===== src/rtl/pad_io_ctrl_if.sv =====
// Pad I/O controller bus: configuration, pad-cell pins and filtered status.
// master = the side that configures the block and models the pad cells,
// slave  = pad_io_ctrl itself.
interface pad_io_ctrl_if #(
    parameter int NCH  = 32,
    parameter int DB_W = 8
);
    logic [NCH-1:0]  cfg_oe;
    logic [NCH-1:0]  cfg_out;
    logic [NCH-1:0]  cfg_pue;
    logic [DB_W-1:0] cfg_db_cyc;
    logic [NCH-1:0]  cfg_rise_en;
    logic [NCH-1:0]  cfg_fall_en;
    logic [NCH-1:0]  irq_clr;
    logic [NCH-1:0]  pad_c;
    logic [NCH-1:0]  pad_i;
    logic [NCH-1:0]  pad_oen;
    logic [NCH-1:0]  pad_ren;
    logic [NCH-1:0]  in_val;
    logic [NCH-1:0]  pend;
    logic            irq;

    modport master (
        output cfg_oe, cfg_out, cfg_pue, cfg_db_cyc, cfg_rise_en, cfg_fall_en,
        output irq_clr, pad_c,
        input  pad_i, pad_oen, pad_ren, in_val, pend, irq
    );

    modport slave (
        input  cfg_oe, cfg_out, cfg_pue, cfg_db_cyc, cfg_rise_en, cfg_fall_en,
        input  irq_clr, pad_c,
        output pad_i, pad_oen, pad_ren, in_val, pend, irq
    );
endinterface


===== src/rtl/pad_io_ctrl.sv =====
// Pad I/O controller: registered pad-cell drive (I/OEN/REN), two-flop input
// synchroniser, optional per-channel debounce filter and edge-pending flags
// with an OR-reduced interrupt.
// Build option: define PAD_IO_DEBOUNCE_EN to include the debounce filter;
// without it the filtered input simply follows the synchroniser output.
module pad_io_ctrl #(
    parameter int NCH  = 32,
    parameter int DB_W = 8
) (
    input  logic         clk,
    input  logic         rst,
    pad_io_ctrl_if.slave bus
);

    logic [NCH-1:0] pad_i_q, pad_oen_q, pad_ren_q;
    logic [NCH-1:0] s1, s2;
    logic [NCH-1:0] in_val_q, in_val_nxt;
    logic [NCH-1:0] pend_q, pend_set;

    // Pad-cell drive registers: one cycle from configuration to pins.
    always_ff @(posedge clk) begin
        // NOTE: state registers use non-blocking assignments so every flop
        // samples pre-edge values regardless of statement order.
        if (rst) begin
            pad_i_q   <= '0;
            pad_oen_q <= '1;
            pad_ren_q <= '0;
        end else begin
            pad_i_q   <= bus.cfg_out;
            pad_oen_q <= ~bus.cfg_oe;
            pad_ren_q <= ~bus.cfg_pue;
        end
    end

    // Two-flop synchroniser for the asynchronous pad inputs.
    always_ff @(posedge clk) begin
        if (rst) begin
            s1 <= '0;
            s2 <= '0;
        end else begin
            s1 <= bus.pad_c;
            s2 <= s1;
        end
    end

`ifdef PAD_IO_DEBOUNCE_EN
    logic [DB_W-1:0] cnt [NCH];

    // A channel accepts its synchronised value once it has disagreed with
    // in_val for more than cfg_db_cyc consecutive cycles.
    always_comb begin
        // NOTE: default first so every path assigns in_val_nxt and no latch forms.
        in_val_nxt = in_val_q;
        for (int n = 0; n < NCH; n++) begin
            if ((s2[n] != in_val_q[n]) && (cnt[n] >= bus.cfg_db_cyc)) begin
                in_val_nxt[n] = s2[n];
            end
        end
    end

    // Per-channel run-length counters; >= lets a lowered threshold finish at once.
    always_ff @(posedge clk) begin
        for (int n = 0; n < NCH; n++) begin
            // NOTE: the counter array is real control state, so it is reset
            // explicitly; a stale count would accept a glitch after reset.
            if (rst) begin
                cnt[n] <= '0;
            end else if (s2[n] == in_val_q[n]) begin
                cnt[n] <= '0;
            end else if (cnt[n] >= bus.cfg_db_cyc) begin
                cnt[n] <= '0;
            end else begin
                cnt[n] <= cnt[n] + DB_W'(1);
            end
        end
    end
`else
    logic unused_db_cyc;

    // Without the filter the synchroniser output is the filtered value.
    assign in_val_nxt    = s2;
    assign unused_db_cyc = ^bus.cfg_db_cyc;
`endif

    // Enabled edges on the filtered value raise the pending flag.
    assign pend_set = (in_val_nxt & ~in_val_q & bus.cfg_rise_en)
                    | (~in_val_nxt & in_val_q & bus.cfg_fall_en);

    // Filtered value and pending flags; a set beats a same-edge clear.
    always_ff @(posedge clk) begin
        if (rst) begin
            in_val_q <= '0;
            pend_q   <= '0;
        end else begin
            in_val_q <= in_val_nxt;
            pend_q   <= pend_set | (pend_q & ~bus.irq_clr);
        end
    end

    assign bus.pad_i   = pad_i_q;
    assign bus.pad_oen = pad_oen_q;
    assign bus.pad_ren = pad_ren_q;
    assign bus.in_val  = in_val_q;
    assign bus.pend    = pend_q;
    assign bus.irq     = |pend_q;

endmodule


===== src/flat_wrapper.sv =====
// flat-port wrapper written by rule: the top's interface ports become plain ports
module pad_io_ctrl_flat 
#(
    parameter int NCH  = 32,
    parameter int DB_W = 8
)
  (clk, rst, bus_cfg_oe, bus_cfg_out, bus_cfg_pue, bus_cfg_db_cyc, bus_cfg_rise_en, bus_cfg_fall_en, bus_irq_clr, bus_pad_c, bus_pad_i, bus_pad_oen, bus_pad_ren, bus_in_val, bus_pend, bus_irq);
  pad_io_ctrl_if #(.NCH(NCH), .DB_W(DB_W)) bus_i ();
  input  logic clk;
  input  logic rst;
  input wire logic [$bits(bus_i.cfg_oe)-1:0] bus_cfg_oe;
  input wire logic [$bits(bus_i.cfg_out)-1:0] bus_cfg_out;
  input wire logic [$bits(bus_i.cfg_pue)-1:0] bus_cfg_pue;
  input wire logic [$bits(bus_i.cfg_db_cyc)-1:0] bus_cfg_db_cyc;
  input wire logic [$bits(bus_i.cfg_rise_en)-1:0] bus_cfg_rise_en;
  input wire logic [$bits(bus_i.cfg_fall_en)-1:0] bus_cfg_fall_en;
  input wire logic [$bits(bus_i.irq_clr)-1:0] bus_irq_clr;
  input wire logic [$bits(bus_i.pad_c)-1:0] bus_pad_c;
  output wire logic [$bits(bus_i.pad_i)-1:0] bus_pad_i;
  output wire logic [$bits(bus_i.pad_oen)-1:0] bus_pad_oen;
  output wire logic [$bits(bus_i.pad_ren)-1:0] bus_pad_ren;
  output wire logic [$bits(bus_i.in_val)-1:0] bus_in_val;
  output wire logic [$bits(bus_i.pend)-1:0] bus_pend;
  output wire logic [$bits(bus_i.irq)-1:0] bus_irq;
  assign bus_i.cfg_oe = bus_cfg_oe;
  assign bus_i.cfg_out = bus_cfg_out;
  assign bus_i.cfg_pue = bus_cfg_pue;
  assign bus_i.cfg_db_cyc = bus_cfg_db_cyc;
  assign bus_i.cfg_rise_en = bus_cfg_rise_en;
  assign bus_i.cfg_fall_en = bus_cfg_fall_en;
  assign bus_i.irq_clr = bus_irq_clr;
  assign bus_i.pad_c = bus_pad_c;
  assign bus_pad_i = bus_i.pad_i;
  assign bus_pad_oen = bus_i.pad_oen;
  assign bus_pad_ren = bus_i.pad_ren;
  assign bus_in_val = bus_i.in_val;
  assign bus_pend = bus_i.pend;
  assign bus_irq = bus_i.irq;
  pad_io_ctrl #(.NCH(NCH), .DB_W(DB_W)) u_core (.clk(clk), .rst(rst), .bus(bus_i));
endmodule

===== config.mk =====
export PLATFORM = sky130hd
export DESIGN_NAME = pad_io_ctrl_flat
export DESIGN_NICKNAME = d
export VERILOG_FILES = /design/src/rtl/pad_io_ctrl_if.sv /design/src/rtl/pad_io_ctrl.sv /design/src/flat_wrapper.sv
export SDC_FILE = /design/constraint.sdc
export NUM_CORES = 1
export LEC_CHECK = 0
export ABC_AREA = 1
export CORE_AREA = 2 2 154 156
export CTS_CLUSTER_DIAMETER = 30
export DETAILED_ROUTE_END_ITERATION = 8
export DIE_AREA = 0 0 156 158
export PLACE_DENSITY = 0.66
export SYNTH_ARGS = -nofsm -noshare
export SYNTH_HDL_FRONTEND = slang
export SYNTH_SLANG_ARGS = --single-unit

===== constraint.sdc =====
create_clock -name clk -period 1.4 [get_ports clk]
set_input_delay 0.28 -clock clk [delete_from_list [all_inputs] [get_ports clk]]
set_output_delay 0.28 -clock clk [all_outputs]
set_load 0.02 [all_outputs]

==> impl_metrics.yaml <==
setup_path:
  crit_arrival_ns: 1.44
  worst_path_dominant_cell_family: "simple AND/OR/NAND/NOR gates"
  critPathMaxFanout: 2
  worst_setup_path_end_kind: "primary output"
  crit_type: "register to primary output"
  worst_setup_path_start_kind: "register"
  cp_num_buf_inv: 1
  cp_cell_sequence: "nor2_2, and2_4, nand2_4, nor2_4, nand2_2, buf_6"
  critPathSlowestCell: "dfxtp_2"
  critPathRequiredTime_ns: 1.12
  cpPeakStageDelay_ns: 0.32
global_routing:
  antenna_found_initial: 1
  grt_first_pass_wirelength_um: 31400
  grt_max_degree: 50
  grt.overflow.total: 0
  grt_pass1_vias: 6307
  grt_use_total: 0.163
logic_synthesis:
  yosysTopAreaCellShare: 0.649
  synthTopCellsByArea: "dfxtp_1 65%, nor2_1 11%, inv_1 9.6%, nand2_1 5.9%, a31oi_1 2.9%"
  yosysSeqAreaShare: 0.649
  syn_area_sq_um: 6910
  yosysTopAreaCell: "dfxtp_1"
  synth_area_per_cell_sq_um: 8.58
  synth_cells: 806
  synth.top_cells.by_count: "224 x dfxtp_1, 206 x nor2_1, 177 x inv_1, 108 x nand2_1"
  synth_edf_count: 0
  synthesis.nets: 1040
  synth.distinct_cells: 11
  yosysWarnings: 0
  synthFlopType: "dfxtp_1"
  yosysMostFrequentCell: "dfxtp_1"
  synth-seq-cells: 224
  synth-async-reset-ratio: 0
clocking:
  cts_tree: "built"
  clk_pin_slew_ns: 0.05
  clock-sinks: 224
  clk_latency_ns: 0.51
  root_buffer: "clkbuf_16"
  h-tree-depth: 2
  cts_max_path_buffers: 3
  cts_buffers: 45
  cts_hold_buf: 0
placed_design:
  place_congestion: 0.807
  place_area_sq_um: 11300
  dp_hpwl_um: 16000
  portBuffers: 386
detailed_routing:
  drc: 0
  drt_wl_total_um: 21300
  drtIter0Drc: 201
  dr.pass1.iters: 4
  vias: 6417
  final_antenna_net_count: 0
  vias_per_cell: 4.04
  post_drt_wl_per_cell_um: 13.4
power_and_ir_drop:
  peakVddDrop_uv: 986
  p_total_mw: 19.5
  p_leak_nw: 5.96
  powerDensity_nw_per_um2: 1520
sta:
  fin_setup_tns_ns: -0.404
  worst_slack_ns: -0.323
  clock_skew_ns: 0.0150
  worst_slew_pin_slew_ns: 0.399
  hold_viol_final: 0
  rsz0062_at_grt: "yes"
  slew_headroom: 0.734
  setup_violations: 2
  max_freq_ghz: 0.581
  min_period_ns: 1.72
  period_share: 1.23
  slew_viol_final: 0
flow_run:
  maxCapViolations: 0
floorplan:
  pin_count: 395
  die-area_sq_um: 24600
  initial_core_util: 0.300
  die_h_um: 158
  rows: 56
  core_area_sq_um: 23100
  fp.dieW_um: 156
hold_path:
  worst_hold_path_type: "input port to register"
finish:
  area_delta_synth_final_pct: 85.4
  final_area_sq_um: 12800
  fin_util: 0.556
  drive_above_1_share: 0.253
  num-nets-final: 1497
status:
  violations: "negative setup slack"
  status: "finished with violations"
-- where the power goes --
group	switching, mW	total [mW]	internal [mW]
Clock	3.39	10.9	7.48
Sequential	0.0983	6.79	6.69
Combinational	0.808	1.83	1.03
-- sequential cells by signal, summed over array words and instances (netlist names) --
name and count:
u_core.bus.in_val 32, u_core.bus.pad_i 32, u_core.bus.pad_oen 32, u_core.bus.pad_ren 32, u_core.bus.pend 32, u_core.in_val_nxt 32
u_core.s1 32
-- worst register-to-register path, stage by stage (launching register included) --
cell and delay [ns]:
dfxtp_2 0.33, buf_6 0.11, buf_4 0.12, nand2_1 0.05, a31oi_1 0.21, buf_4 0.16
-- per-layer routing --
| metal | part of all wire | global-route usage | vias to the layer above |
|---|---|---|---|
| met5 | 0 | 0 | - |
| met4 | 0.021 | 0.0533 | 0 |
| met3 | 0.099 | 0.0671 | 40 |
| met2 | 0.50 | 0.296 | 291 |
| met1 | 0.38 | 0.171 | 2810 |
| li1 | - | - | 3276 |
-- repair_timing --
item | CTS | global route
pin swaps | 5 | 16
endpoints found under the setup margin | 161 | 49
resized for setup | 611 | 85
buffers inserted | 2 | 2
-- through the flow --
step | std cells | setup slack [ns] | hold WS (ns)
floorplan | 806 | 0.239 | 0.349
global placement | 1504 | -0.390 | 0.388
detailed placement | 1504 | -0.393 | 0.393
CTS | 1586 | -0.399 | 0.121
global route | 1587 | -0.419 | 0.142
finish | 1588 | -0.323 | 0.143
-- cell usage in the layout, fill, tap and decap left out, drive strengths merged --
| cell type | n |
|---|---|
| clkinv | 10 |
| clkdlybuf4s50 | 224 |
| inv | 179 |
| and2 | 2 |
| diode | 1 |
| dfxtp | 224 |
| nand4 | 1 |
| bufinv | 6 |
| nor2 | 206 |
| clkdlybuf4s15 | 58 |
| nand2 | 108 |
| clkinvlp | 5 |
| buf | 141 |
| nand3 | 32 |
| clkbuf | 69 |
| a31oi | 32 |
-- cells by family after synthesis --
group,synth area share
AOI/OAI and AO/OA,0.0290
buffers and inverters,0.126
DFF,0.649
and+or+nand+nor,0.196
-- worst paths after layout --
check | startpoint | to | slack, ns | depth (start not counted)
worst max-delay path | u_core.bus.pend[19]$_SDFF_PP0_ | bus_irq | -0.32 | 6
worst min-delay path | rst | u_core.bus.pad_ren[0]$_SDFF_PP0_ | 0.14 | 2
worst max register to register | u_core.bus.pend[24]$_SDFF_PP0_ | u_core.bus.pend[24]$_SDFF_PP0_ | 0.36 | 5
worst min register to register | u_core.s1[25]$_SDFF_PP0_ | u_core.in_val_nxt[25]$_SDFF_PP0_ | 0.40 | 2
-- cell type report --
type	instances	area [sq um]
repair buffers	434	4070
clock inverters	23	315
well taps	290	363
clock buffers	58	1270
multi-input cells	381	1620
diodes	1	2.50
fillers	2081	10200
inverters	177	664
flip-flops and latches	224	4510
Note: power is estimated with default switching activity, not from simulation.
